### src/rtl/mult_pkg.sv
// Shared types and helpers for the multiplier arbiter.
package mult_pkg;

  localparam int DEF_WIDTH = 8;

  typedef enum logic [2:0] {
    IDLE,
    ISSUE,
    WAIT,
    RELEASE,
    RESPOND
  } state_t;

  // Index width for a requester count, never below one bit.
  function automatic int idx_w(input int n);
    return (n > 1) ? $clog2(n) : 1;
  endfunction

endpackage

### src/rtl/mult_arbiter_if.sv
// Start/done handshake and operand/product bus to the shared multiplier.
interface mult_arbiter_if import mult_pkg::*; #(
  parameter int WIDTH = DEF_WIDTH
);
  logic                 mult_start;
  logic [WIDTH-1:0]     mult_a;
  logic [WIDTH-1:0]     mult_b;
  logic                 mult_done;
  logic [2*WIDTH-1:0]   mult_prod;

  modport master (output mult_start, mult_a, mult_b, input mult_done, mult_prod);
  modport slave  (input mult_start, mult_a, mult_b, output mult_done, mult_prod);
endinterface

### src/rtl/mult_arbiter_rr_pick.sv
// Combinational round-robin picker: first set request at or after rr_ptr, wrapping.
module rr_pick import mult_pkg::*; #(
  parameter int N_REQ = 4,
  parameter int IDXW  = idx_w(N_REQ)
) (
  input  logic [N_REQ-1:0] req,
  input  logic [IDXW-1:0]  rr_ptr,
  output logic             any,
  output logic [IDXW-1:0]  idx
);

  int j;

  // Scan from farthest to nearest so the nearest hit is assigned last.
  always_comb begin
    any = 1'b0;
    idx = '0;
    j   = 0;
    for (int k = N_REQ - 1; k >= 0; k--) begin
      j = (int'(rr_ptr) + k) % N_REQ;
      if (req[IDXW'(j)]) begin
        any = 1'b1;
        idx = IDXW'(j);
      end
    end
  end

endmodule

### src/rtl/mult_arbiter.sv
// Round-robin arbiter sharing one sequential multiplier among N_REQ requesters,
// with a sticky watchdog for a multiplier that never raises done.
module mult_arbiter import mult_pkg::*; #(
  parameter int N_REQ   = 4,
  parameter int WIDTH   = DEF_WIDTH,
  parameter int TIMEOUT = 64
) (
  input  logic                   clk,
  input  logic                   rst,
  input  logic [N_REQ-1:0]       req,
  input  logic [N_REQ*WIDTH-1:0] op_a,
  input  logic [N_REQ*WIDTH-1:0] op_b,
  output logic [N_REQ-1:0]       gnt,
  output logic [N_REQ-1:0]       rsp_valid,
  output logic [2*WIDTH-1:0]     rsp_data,
  output logic                   busy,
  output logic                   err,
  mult_arbiter_if.master         mult
);

  localparam int IDXW = idx_w(N_REQ);
  localparam int WDW  = $clog2(TIMEOUT + 1);

  state_t              state, state_nxt;
  logic [IDXW-1:0]     idx_q, idx_nxt, rr_ptr, rr_ptr_nxt;
  logic [WIDTH-1:0]    a_q, a_nxt, b_q, b_nxt, a_sel, b_sel;
  logic [2*WIDTH-1:0]  result_q, result_nxt, rsp_q, rsp_nxt;
  logic [WDW-1:0]      wdog, wdog_nxt;
  logic                err_q, err_nxt;
  logic                pick_any;
  logic [IDXW-1:0]     pick_idx;

  rr_pick #(.N_REQ(N_REQ), .IDXW(IDXW)) u_pick (
    .req    (req),
    .rr_ptr (rr_ptr),
    .any    (pick_any),
    .idx    (pick_idx)
  );

  always_comb begin
    a_sel = '0;
    b_sel = '0;
    for (int i = 0; i < N_REQ; i++) begin
      if (pick_idx == IDXW'(i)) begin
        a_sel = op_a[i*WIDTH +: WIDTH];
        b_sel = op_b[i*WIDTH +: WIDTH];
      end
    end
  end

  always_ff @(posedge clk) begin
    if (rst) begin
      state    <= IDLE;
      idx_q    <= '0;
      rr_ptr   <= '0;
      a_q      <= '0;
      b_q      <= '0;
      result_q <= '0;
      rsp_q    <= '0;
      wdog     <= '0;
      err_q    <= 1'b0;
    end else begin
      state    <= state_nxt;
      idx_q    <= idx_nxt;
      rr_ptr   <= rr_ptr_nxt;
      a_q      <= a_nxt;
      b_q      <= b_nxt;
      result_q <= result_nxt;
      rsp_q    <= rsp_nxt;
      wdog     <= wdog_nxt;
      err_q    <= err_nxt;
    end
  end

  always_comb begin
    state_nxt  = state;
    idx_nxt    = idx_q;
    rr_ptr_nxt = rr_ptr;
    a_nxt      = a_q;
    b_nxt      = b_q;
    result_nxt = result_q;
    rsp_nxt    = rsp_q;
    wdog_nxt   = wdog;
    err_nxt    = err_q;
    case (state)
      IDLE: begin
        if (pick_any) begin
          idx_nxt   = pick_idx;
          a_nxt     = a_sel;
          b_nxt     = b_sel;
          state_nxt = ISSUE;
        end
      end
      ISSUE: begin
        wdog_nxt  = '0;
        state_nxt = WAIT;
      end
      WAIT: begin
        if (mult.mult_done) begin
          result_nxt = mult.mult_prod;
          state_nxt  = RELEASE;
        end else if (wdog == WDW'(TIMEOUT - 1)) begin
          // Watchdog expiry: respond with a zero product rather than hang the requester.
          err_nxt    = 1'b1;
          result_nxt = '0;
          state_nxt  = RELEASE;
        end else begin
          wdog_nxt = wdog + 1'b1;
        end
      end
      RELEASE: begin
        if (!mult.mult_done) begin
          rsp_nxt   = result_q;
          state_nxt = RESPOND;
        end
      end
      RESPOND: begin
        rr_ptr_nxt = (idx_q == IDXW'(N_REQ - 1)) ? '0 : idx_q + 1'b1;
        state_nxt  = IDLE;
      end
      default: state_nxt = IDLE;
    endcase
  end

  assign busy            = (state != IDLE);
  assign gnt             = busy ? (N_REQ'(1) << idx_q) : '0;
  assign rsp_valid       = (state == RESPOND) ? (N_REQ'(1) << idx_q) : '0;
  assign rsp_data        = rsp_q;
  assign err             = err_q;
  assign mult.mult_start = (state == ISSUE) || (state == WAIT);
  assign mult.mult_a     = a_q;
  assign mult.mult_b     = b_q;

endmodule

### src/flat_wrapper.sv
// flat-port wrapper written by rule: the top's interface ports become plain ports
module mult_arbiter_flat import mult_pkg::*;
#(
  parameter int N_REQ   = 4,
  parameter int WIDTH   = DEF_WIDTH,
  parameter int TIMEOUT = 64
)
  (clk, rst, req, op_a, op_b, gnt, rsp_valid, rsp_data, busy, err, mult_mult_start, mult_mult_a, mult_mult_b, mult_mult_done, mult_mult_prod);
  mult_arbiter_if #(.WIDTH(WIDTH)) mult_i ();
  input  logic clk;
  input  logic rst;
  input  logic [N_REQ-1:0] req;
  input  logic [N_REQ*WIDTH-1:0] op_a;
  input  logic [N_REQ*WIDTH-1:0] op_b;
  output logic [N_REQ-1:0] gnt;
  output logic [N_REQ-1:0] rsp_valid;
  output logic [2*WIDTH-1:0] rsp_data;
  output logic busy;
  output logic err;
  output wire logic [$bits(mult_i.mult_start)-1:0] mult_mult_start;
  output wire logic [$bits(mult_i.mult_a)-1:0] mult_mult_a;
  output wire logic [$bits(mult_i.mult_b)-1:0] mult_mult_b;
  input wire logic [$bits(mult_i.mult_done)-1:0] mult_mult_done;
  input wire logic [$bits(mult_i.mult_prod)-1:0] mult_mult_prod;
  assign mult_mult_start = mult_i.mult_start;
  assign mult_mult_a = mult_i.mult_a;
  assign mult_mult_b = mult_i.mult_b;
  assign mult_i.mult_done = mult_mult_done;
  assign mult_i.mult_prod = mult_mult_prod;
  mult_arbiter #(.N_REQ(N_REQ), .WIDTH(WIDTH), .TIMEOUT(TIMEOUT)) u_core (.clk(clk), .rst(rst), .req(req), .op_a(op_a), .op_b(op_b), .gnt(gnt), .rsp_valid(rsp_valid), .rsp_data(rsp_data), .busy(busy), .err(err), .mult(mult_i));
endmodule
### config.mk
export PLATFORM = sky130hd
export DESIGN_NAME = mult_arbiter_flat
export DESIGN_NICKNAME = d
export VERILOG_FILES = /design/src/rtl/mult_pkg.sv /design/src/rtl/mult_arbiter_if.sv /design/src/rtl/mult_arbiter_rr_pick.sv /design/src/rtl/mult_arbiter.sv /design/src/flat_wrapper.sv
export SDC_FILE = /design/constraint.sdc
export NUM_CORES = 1
export LEC_CHECK = 0
export ABC_AREA = 1
export CAP_MARGIN = 20
export CORE_MARGIN = 2
export CORE_UTILIZATION = 40
export CTS_CLUSTER_DIAMETER = 30
export DETAILED_ROUTE_END_ITERATION = 16
export GPL_TIMING_DRIVEN = 1
export PLACE_DENSITY_LB_ADDON = 0.25
export SYNTH_ARGS = -nofsm -noshare
export SYNTH_HDL_FRONTEND = slang
export SYNTH_SLANG_ARGS = --single-unit
export TNS_END_PERCENT = 10
### constraint.sdc
create_clock -name clk -period 1.9 [get_ports clk]
set_input_delay 0.57 -clock clk [delete_from_list [all_inputs] [get_ports clk]]
set_output_delay 0.57 -clock clk [all_outputs]
set_load 0.01 [all_outputs]
==> reports/metrics.csv <==
stage,metric,value,unit
run_status,status,completed,
power,leakagePower,0.00239,uW
setup_path,rr_startpoint,u_core.rr_ptr[0]$_SDFFE_PP0P_,
worst_hold_path,hp-start,u_core.wdog[5]$_SDFFE_PP0P_,
place,place.gp.congestion,0.915,
layout,fin_area,5440,sq um
die,start_util,41.2,%
clocking,cts_tree,yes,
sta,layout_min_cycle_time,1870,ps
grt,grt_usage,22.3,%
logic_synthesis,synthArstFlopShare,0,%
setup_path,cp-start-kind,flop,
setup_path,crit_required,1330,ps
route,viasPerCell,5.01,
logic_synthesis,ys_ff_latch,63,
grt,grt_max_degree,32,
logic_synthesis,synthMuxAreaShare,0,%
route,antenna_left,0,
layout,syn_to_final_growth,61.5,%
place,placed_cell_area,4970,sq um
clocking,cts_root_buf,clkbuf_8,
logic_synthesis,seq_area_frac_synth,37.4,%
logic_synthesis,yosysWarningCount,0,
grt,grt_pass1_wl,16000,um
setup_path,worstSetupStartpoint,u_core.state[2]$_SDFFE_PP0P_,
setup_path,crit_fanout,5,
clocking,ctsHtreeMaxLevel,3,
route,wl,10300,um
sta,drv_slew,0,
clocking,clkSinkCount,63,
sta,setup_viol,0,
sta,rsz0062_at_grt,true,
setup_path,r2r_cells,15,
grt,antenna_found_initial,0,
logic_synthesis,yosys.area.top_type,dfxtp_1,
logic_synthesis,synth_cell_types,41,
logic_synthesis,synth_top_family_by_area,simple AND/OR/NAND/NOR gates,
logic_synthesis,synth_edf_count,0,
sta,fin_crit_sh,98.5,%
place,place_hpwl,7630,um
route,vias,3724,
power,power_density,855,nW/um^2
sta,fin_worst_skew,11.0,ps
clocking,cts_inserted_buffers,9,
layout,diodes,0,
clocking,worst_skew_pair.late_latency,340,ps
logic_synthesis,synth_area_leaders,"dfxtp_1, nand2_1, nand3_1",
clocking,cts_max_path_buffers,2,
sta,finalSetupTns,0,ps
logic_synthesis,synth-simple-area-share,32.8,%
sta,hold_viol_final,0,
route,dr.pass1.iters,4,
route,wire_per_inst,13.8,um
route,drt_iter0_markers,156,
place,pre_cts_ws,-536,ps
grt,grt_pass1_vias,3578,
layout,post-route-util,66.5,%
die,core_area,8180,sq um
logic_synthesis,synth_xor_area_share,0.520,%
die,fp-row-count,33,
layout,multiInputGateArea,1900,sq um
worst_hold_path,holdCritPathClass,reg2reg,
sta,tightest_slew,386,ps
job,cap_violations,0,
logic_synthesis,synth_area,3370,sq um
layout,final_common_cell,clkdlybuf4s50_1,
setup_path,crit_arrival,1300,ps
die,io_pins,130,
clocking,cts.clk_slew.worst_paths,70,ps
layout,drive_gt1_share,22.7,%
setup_path,endpoint_kind,output port,
sta,max_slew_margin,74.2,%
sta,fmax,534,MHz
power,p_total,4650,uW
place,io_buffers,129,
logic_synthesis,yosys.area.top_type_share,37.4,%
logic_synthesis,syn_nets,564,
layout,final_cell_mix,"clkdlybuf4s50_1, nand2_1, dfxtp_1",
logic_synthesis,synth_compound_area_share,16.9,%
logic_synthesis,synth_fa_ha_area_share,1.86,%
logic_synthesis,yosys_most_used_dff,dfxtp_1,
worst_hold_path,holdPathStages,1,
die,die_w,95.8,um
route,drc_errors,0,
power,ir_worst_vdd,0.358,mV
die,die_area,9170,sq um
setup_path,path_class,reg2out,
layout,fillers,698,
sta,layout_setup_ws,28.9,ps
layout,seq_area,1270,sq um
die,die_h,95.8,um
logic_synthesis,synth_area_per_cell,7.14,sq um
layout,final_nets,726,
logic_synthesis,synthCells,472,
grt,grt.overflow.total,0,
[metrics by stage]
step / hold slack [ps] / cells
2_1_floorplan: 427 / 472
3_3_place_gp: 449 / 719
3_5_place_dp: 463 / 719
4_1_cts: 473 / 737
5_1_grt: 495 / 744
6_report: 473 / 744
[kinds of logic after synthesis]
kind of cell,Yosys count
buffers and inverters,77
adders and majority gates,5
xor gates and xnor gates,2
AOI/OAI and AO/OA,95
and+or+nand+nor,230
DFF,63
[synthesized netlist by cell type, types with 2 or more instances]
cell type	count
nand2_1	91
dfxtp_1	63
nor2_1	53
inv_1	44
nand3_1	42
o21ai_0	37
a21oi_1	23
nand4_1	20
a21oi_2	10
clkbuf_1	10
inv_2	8
a31oi_1	7
nand2_2	7
o21ai_1	7
ha_1	5
buf_2	4
o21ai_2	4
buf_6	3
nand2_4	3
nor2_2	3
a211oi_1	2
buf_4	2
inv_6	2
nand2_8	2
nand3_2	2
nor2_4	2
xor2_1	2
[state kept, by name, summed over array words and instances (netlist names)]
name and flops:
u_core.result_q 16, u_core.rsp_data 16, u_core.mult.mult_a 8, u_core.mult.mult_b 8
u_core.wdog 7, u_core.state 3, u_core.idx_q 2, u_core.rr_ptr 2
u_core.err 1
[what timing repair did]
item / 4_1_cts / 5_1_grt
gates cloned: 0 / 2
setup buffers: 2 / 5
resized for setup: 40 / 60
pin swaps: 1 / 30
hold buffers: 0 / 0
endpoints found under the setup margin: 30 / 30
[final timing paths]
path,endpoint,slack (ps)
max,rsp_valid[2],30
min,u_core.wdog[5]$_SDFFE_PP0P_,470
max reg2reg,u_core.mult.mult_a[6]$_SDFFE_PP0P_,50
min reg2reg,u_core.wdog[5]$_SDFFE_PP0P_,470
[cell type report]
class,count,area share (%)
Clock buffer,10,2.35
Timing Repair Buffer,171,30.7
Inverter,56,4.37
Clock inverter,6,2.00
Sequential cell,63,23.3
Tap cell,105,2.41
Multi-Input combinational cell,333,34.9
[power by group]
group / leakage (uW) / total (uW) / internal (uW) / switching [uW]
registers: 0.000516 / 1590 / 1480 / 113
logic: 0.00175 / 1670 / 847 / 824
clock network: 0.000120 / 1390 / 870 / 519
total: 0.00239 / 4650 / 3190 / 1460
[per-layer routing]
layer	wire, um	track usage [%]	part of all wire, %
met1	4390	27.7	43
met4	260	9.52	2.5
met5	0	0	0
met2	5000	37.6	49
met3	608	4.54	5.9
[worst max-delay path: stages, from the launching register on]
cell,delay (ps)
dfxtp_2,350
inv_1,70
nor3_2,130
inv_2,90
nor2_1,90
clkdlybuf4s15_2,230
(Power assumes the default switching activity.)
